===== src/rtl/mole_game_ctrl.sv =====
// Whack-a-mole game controller: picks LFSR-driven mole positions, times each round,
// judges submitted guesses and tracks score and misses for the LED display stage.
module mole_game_ctrl #(
    parameter int unsigned ROUND_TICKS = 10000,
    parameter int unsigned MAX_MISSES  = 3,
    parameter int unsigned SCORE_W     = 8,
    parameter logic [15:0] LFSR_SEED   = 16'hACE1
) (
    input  logic               i_clk,
    input  logic               i_rst_n,
    input  logic               i_restart,
    input  logic [2:0]         i_guess_sw,
    input  logic               i_submit,
    output logic [2:0]         o_user_guess,
    output logic [2:0]         o_mole_position,
    output logic               o_user_right,
    output logic               o_user_wrong,
    output logic               o_game_over,
    output logic               o_restart_game,
    output logic [SCORE_W-1:0] o_score,
    output logic [1:0]         o_misses
);

    localparam int unsigned      CNT_W      = (ROUND_TICKS > 1) ? $clog2(ROUND_TICKS) : 1;
    localparam logic [CNT_W-1:0] CNT_LOAD   = CNT_W'(ROUND_TICKS - 1);
    localparam logic [1:0]       MISS_LIMIT = 2'(MAX_MISSES);

    typedef enum logic [1:0] {StNewMole, StWaitGuess, StGameOver} state_e;

    state_e           state_q;
    logic [15:0]      lfsr_q;
    logic             lfsr_fb;
    logic [CNT_W-1:0] cnt_q;
    logic [2:0]       cand;
    logic             guess_hit;
    logic [1:0]       misses_inc;

    always_comb begin
        // Fibonacci taps 16,14,13,11 in right-shift form
        lfsr_fb    = lfsr_q[0] ^ lfsr_q[2] ^ lfsr_q[3] ^ lfsr_q[5];
        cand       = lfsr_q[2:0];
        if (cand == o_mole_position) begin
            cand = cand + 3'd1;
        end
        guess_hit  = (o_user_guess == o_mole_position);
        misses_inc = o_misses + 2'd1;
    end

    always_ff @(posedge i_clk or negedge i_rst_n) begin
        if (!i_rst_n) begin
            state_q         <= StNewMole;
            lfsr_q          <= LFSR_SEED;
            cnt_q           <= '0;
            o_user_guess    <= '0;
            o_mole_position <= '0;
            o_user_right    <= 1'b0;
            o_user_wrong    <= 1'b0;
            o_game_over     <= 1'b0;
            o_restart_game  <= 1'b0;
            o_score         <= '0;
            o_misses        <= '0;
        end else begin
            lfsr_q         <= {lfsr_fb, lfsr_q[15:1]};
            o_user_guess   <= i_guess_sw;
            o_user_right   <= 1'b0;
            o_user_wrong   <= 1'b0;
            o_restart_game <= 1'b0;

            if (i_restart) begin
                state_q        <= StNewMole;
                cnt_q          <= '0;
                o_score        <= '0;
                o_misses       <= '0;
                o_game_over    <= 1'b0;
                o_restart_game <= 1'b1;
            end else begin
                unique case (state_q)
                    StNewMole: begin
                        o_mole_position <= cand;
                        cnt_q           <= CNT_LOAD;
                        state_q         <= StWaitGuess;
                    end
                    StWaitGuess: begin
                        if (i_submit && guess_hit) begin
                            o_user_right <= 1'b1;
                            if (o_score != {SCORE_W{1'b1}}) begin
                                o_score <= o_score + SCORE_W'(1);
                            end
                            state_q <= StNewMole;
                        end else if (i_submit || (cnt_q == '0)) begin
                            // a submit on the final tick is judged; the timeout is dropped
                            o_user_wrong <= 1'b1;
                            o_misses     <= misses_inc;
                            if (misses_inc == MISS_LIMIT) begin
                                o_game_over <= 1'b1;
                                state_q     <= StGameOver;
                            end else begin
                                state_q <= StNewMole;
                            end
                        end else begin
                            cnt_q <= cnt_q - CNT_W'(1);
                        end
                    end
                    StGameOver: begin
                        state_q <= StGameOver;
                    end
                    default: begin
                        state_q <= StNewMole;
                    end
                endcase
            end
        end
    end

endmodule


===== config.mk =====
export PLATFORM = sky130hd
export DESIGN_NAME = mole_game_ctrl
export DESIGN_NICKNAME = d
export VERILOG_FILES = /design/src/rtl/mole_game_ctrl.sv
export SDC_FILE = /design/constraint.sdc
export NUM_CORES = 1
export LEC_CHECK = 0
export CAP_MARGIN = 20
export CORE_MARGIN = 2
export CORE_UTILIZATION = 30
export DETAILED_ROUTE_END_ITERATION = 8
export PLACE_DENSITY = 0.58
export SLEW_MARGIN = 40
export SYNTH_ARGS = -nofsm -noshare
export SYNTH_HDL_FRONTEND = slang
export SYNTH_SLANG_ARGS = --single-unit

===== constraint.sdc =====
create_clock -name i_clk -period 3.15 [get_ports i_clk]
set_input_delay 0.315 -clock i_clk [delete_from_list [all_inputs] [get_ports i_clk]]
set_output_delay 0.315 -clock i_clk [all_outputs]
set_load 0.05 [all_outputs]

# ---- Yosys cells after proc, flatten, opt, wreduce, memory -nomap -nowiden
# Index checks and enable logic that the tools add are counted.
# W data, S select, Z words.
dict set report word_totals {
  ff_bits 52
  latchBits 0
  ramBits 0
  rom_bits 0
  n_memories 0
}
dict set report classes {
  addsub 4
  multipliers 0
  div_mod_pow 0
  n_lt_le_gt_ge 0
  n_eq_ne 10
  shift 0
  n_mux 31
  bitwise 4
  reduce_logical 15
}
# cell count
set op_table {}
lappend op_table {{$mux W14} 3}
lappend op_table {{$mux W8} 4}
lappend op_table {{$pmux W14 S2} 1}
lappend op_table {{$mux W2} 8}
lappend op_table {{$logic_not A14 Y1} 1}
lappend op_table {{$sub A14 B1 Y14 const B} 1}
lappend op_table {{$mux W1} 13}
lappend op_table {{$reduce_bool A2 Y1} 5}
lappend op_table {{$reduce_and A3 Y1} 3}
lappend op_table {{$add A8 B1 Y8 const B} 1}
lappend op_table {{$ne A8 B8 Y1 const B} 1}
lappend op_table {{$eq A3 B3 Y1} 2}
lappend op_table {{$ne A3 B3 Y1 const B} 2}
lappend op_table {{$pmux W2 S3} 1}
lappend op_table {{$eq A2 B2 Y1 const B} 2}
lappend op_table {{$ne A4 B4 Y1 const B} 1}
lappend op_table {{$reduce_and A4 Y1} 1}
lappend op_table {{$add A3 B1 Y3 const B} 1}
lappend op_table {{$mux W3} 1}
lappend op_table {{$reduce_bool A3 Y1} 1}
lappend op_table {{$xor A1 B1 Y1} 3}
lappend op_table {{$add A2 B1 Y2 const B} 1}
lappend op_table {{$eq A2 B1 Y1 const B} 1}
lappend op_table {{$logic_not A2 Y1} 1}
lappend op_table {{5 further kinds} 5}

# ---- Logic depth before layout (Yosys ltp)
dict set report depth {
  word_depth 7
  ltp_mapped 7
}

# ---- Worst setup path after synthesis
# OpenSTA, ideal clock, no wires.
dict set report synth_path {
  path_kind {register -> register}
  startpoint {register cnt_q[0]}
  endpoint {register cnt_q[7]}
  setup_time_ns 0.124
  t_arrival_ns 2.117
  setup_slack_ns 0.909
  path_stages_with_launch 8
  n_path_buf 1
  synth_period_minus_slack_ns 2.241
  cell_sequence {dfrtp_1 inv_1 ha_1 or3b_2 clkbuf_1 o41ai_2 nor4_1 a211o_1}
}
dict set report synth_between {
  elab_chain_len 5
  word_cells_on_any_way 9
  classes_between {add/sub (1); eq/ne (1); mux (4); reduce/logical (3)}
}
# item line
set synth_lines {}
lappend synth_lines {{start, declared} 33} ;# logic [CNT_W-1:0] cnt_q;
lappend synth_lines {{start signal, assigned} 101} ;# cnt_q <= cnt_q - CNT_W'(1);
lappend synth_lines {{$sub A14 B1 Y14} 101}
lappend synth_lines {{$mux W14} 90} ;# end else if (i_submit || (cnt_q == '0)) begin
lappend synth_lines {{$mux W14} 84} ;# if (i_submit && guess_hit) begin
lappend synth_lines {{$pmux W14 S2} 77} ;# unique case (state_q)
lappend synth_lines {{$mux W14} 69} ;# if (i_restart) begin
# Parallel ways exist; a longest one is shown, timed or not. The select of a mux whose other input is x is not followed.
# A chain may end at the register's enable or synchronous reset.

# ---- Worst setup path after layout
dict set report layout_path {
  startpoint {register cnt_q[0]}
  endpoint {register cnt_q[0]}
}
# The elaborated chain is that of the path after synthesis.

==> impl_results.md <==
* Status: finished clean
* Vias post-DR at 1869
* Pwr dens at 516.8 mW/mm2
* Post-Route WL at 5.152 mm
* Starting Density at 30.49%
* Final Hold Viols at 0
* Routability cong. at 0.8200
* Final Cycle Share at 85.14%
* Post-Syn Area at 0.002480 mm2
* Residual DRC at 0
* Achievable Freq at 372.9 MHz
* Crit-path cells: inv_1 > ha_1 > or3b_2 > o41ai_4 > and2_1 > o21ai_0
* Syn-to-layout area delta at 19.22%
* Worst reg2reg setup slack at 470 ps
* Worst hold path endpoint: lfsr_q[5]$_DFF_PN1_
* Max incr delay on CP at 610 ps
* First-pass GRT wire length at 8.914 mm
* Total gr overflow at 0
* Setup_tns at 0 ps
* Crit path required time at 3310 ps
* I/O Pins at 27
* # diodes at 0
* Core region area at 0.008134 mm2
* Reg2reg path depth at 6
* Cts hold-fix bufs at 1
* Number of fill cells in the layout at 798
* TritonRoute pass-1 iters at 4
* CP endpoint kind: register
* Port Buffers at 26
* Final Max Tran Viols at 0
* DRT iter0 DRCs at 132
* GRT busiest layer: met2
* Post-DP HPWL at 3.626 mm
* Reg-to-Reg Start: cnt_q[0]$_DFFE_PN0P_
* Least-Margin Pin Slew at 709.2 ps
* H-tree levels at 2
* Synthesized flop and latch total at 52
* FF-to-FF End: cnt_q[0]$_DFFE_PN0P_
* Vias in the first global route at 1874
* CTS Sinks at 52
* # setup viols final at 0
* Row count at 33
* Final clock skew at 8.125 ps
* WL/cell at 14.23 um
* Clk_lat worst skew at 310 ps
* GR Util met1 at 16.46%
* Clk root buf: clkbuf_8
* Multi-input logic area at 0.001079 mm2
* Antenna viol nets, final at 0
* Via/cell ratio at 5.163
* Crit path max-delay cell type: o41ai_4
* Die Area at 0.009010 mm2
* Reg clk slew, reported paths at 100 ps
* Main synth FF type: dfrtp_1
* CP Class: reg -> reg
* Worst relative slew slack at 52.36%
* TritonCTS clock tree: built
* Pleak at 0.001211 uW
* M2 GR Usage at 20.86%
* TritonCTS buffer count at 5
* Number of synthesized flops with an enable pin at 0
* FF/Latch Area at 0.001311 mm2
* Total GRT Usage at 12.55%
* Die Ht at 94.92 um
* Min-delay worst type: reg -> reg
* Shortest period the worst path allows at 2682 ps
* Synth Instances at 232
* Synth cell types at 53
* Syn_area_per_cell at 10.69 um2
* Post-synth net total at 243
* Share of cells above drive strength 1 at 12.84%
* Worst IR Drop VDD at 0.2761 mV
* Critical path launch point type: register
* Post-synthesis sequential area ratio at 52.88%
* Post-CTS Setup Inserts at 0
* Worst-path fanout max at 11
* Hold_sp: lfsr_q[6]$_DFF_PN1_
* Largest net degree at the start of global routing at 41
* Async SR Flop Fraction at 100.0%
* Nets at 267
* CP arrival at 2840 ps
* Max Cap Viol at 0
* Post-CTS sizing at 0
* Final Util at 36.35%
* Die W at 94.92 um
* Met3 Use GR at 2.793%
* Antenna violations before repair at 0
* RSZ-0062 raised after global routing: no
* CTS max path bufs at 2
* Worst hold path depth at 0
* Yosys Warn Count at 0
==> worst max path at each step <==
stage          cells past startpoint                    to                 start
4_1_cts                            6  cnt_q[0]$_DFFE_PN0P_  cnt_q[0]$_DFFE_PN0P_
2_1_floorplan                      7  cnt_q[7]$_DFFE_PN0P_  cnt_q[0]$_DFFE_PN0P_
6_report                           6  cnt_q[0]$_DFFE_PN0P_  cnt_q[0]$_DFFE_PN0P_
5_1_grt                            6  cnt_q[0]$_DFFE_PN0P_  cnt_q[0]$_DFFE_PN0P_
3_5_place_dp                       6  cnt_q[0]$_DFFE_PN0P_  cnt_q[0]$_DFFE_PN0P_
3_3_place_gp                       6  cnt_q[0]$_DFFE_PN0P_  cnt_q[0]$_DFFE_PN0P_
==> power breakdown <==
group / total [uW] / switching (uW) / internal, uW / leakage, uW
clock: 468 / 227 / 241 / 0.0000600
sequential: 755 / 47.0 / 708 / 0.000665
combinational: 304 / 189 / 116 / 0.000487
==> cells in the final DEF (no fill, tap or decap), drive strengths merged, types with 5 or more instances in the layout <==
cell,Yosys,layout
dfstp,8,8
or3,5,5
nor2,15,15
inv,8,9
nor4,9,9
or4,6,6
dfrtp,44,44
nand2,12,12
a21oi,12,12
xnor2,6,6
o21ai,11,11
clkdlybuf4s50,0,25
nor3,8,8
o22a,6,6
clkbuf,10,5
nand3,8,8
==> layer usage <==
| metal | vias to the layer above | routed length, um |
|---|---|---|
| met1 | 919 | 2423 |
| met2 | 32 | 2519 |
| met3 | 6 | 171 |
| met5 | - | 0 |
| li1 | 912 | - |
| met4 | 0 | 38 |
==> state kept, by name, summed over array words and instances, names as in the netlist <==
register / cells
state_q: 2
o_user_right: 1
o_score: 8
o_game_over: 1
o_user_guess: 3
o_user_wrong: 1
lfsr_q: 16
o_mole_position: 3
o_restart_game: 1
cnt_q: 14
o_misses: 2
==> cells in the mapped netlist (all sizes together), types with 3 or more instances <==
cell type  count  area [um2]
nand2         12       45.04
or3            5       31.28
a31oi          3       18.77
dfrtp         44        1101
or2            4       25.02
xor2           4       35.03
o31ai          3       22.52
o41ai          4       61.32
clkbuf        10       37.54
nor3b          3       22.52
nor2          15       56.30
nand3          8       40.04
xnor2          6       52.55
nor3           8       40.04
dfstp          8       210.2
or4            6       48.80
o21ai         11       55.05
buf            3       22.52
a21oi         12       60.06
inv            8       30.03
mux2i          3       30.03
ha             4       50.05
o22a           6       52.55
nor4           9       56.30
mux2           3       33.78
==> cell type report <==
type	instances	area share [%]
clock buffer	5	2.328
clock inverter	3	1.566
inverter	8	1.016
multi-input combinational	159	36.48
sequential	52	44.35
tap	105	4.443
timing repair buffer	30	9.818
==> stage by stage <==
step	instances	setup WS [ps]	instance area [um2]	total power [uW]	hold slack [ps]
floorplan	232	908.7	2480	994.7	19.41
global placement	353	629.1	2829	1068	344.5
detailed placement	353	531.6	2831	1071	332.0
CTS	362	490.6	2957	1547	357.2
global route	362	245.0	2957	1611	364.3
finish	362	468.0	2957	1528	357.3
==> cell families (layout without fill, tap and decap cells) <==
kind of cell / Yosys count / in the layout / synth area share [%]
AND/OR/NAND/NOR: 79 / 79 / 17.20
AO/OA/AOI/OAI: 60 / 60 / 18.17
flip-flops: 52 / 52 / 52.88
buffers and inverters: 21 / 46 / 3.633
XOR/XNOR: 10 / 10 / 3.532
multiplexers: 6 / 6 / 2.573
adder cells (fa/ha/maj): 4 / 4 / 2.018
==> worst max-delay path, delay by kind of cell, from the launching register on <==
kind                       cells  cell delay, ps
adders and majority gates      1             180
DFF                            1             420
buffers and inverters          1              80
AOI/OAI and AO/OA              2             810
and+or+nand+nor                2            1060
No activity file was read; power rests on OpenSTA's default activity.
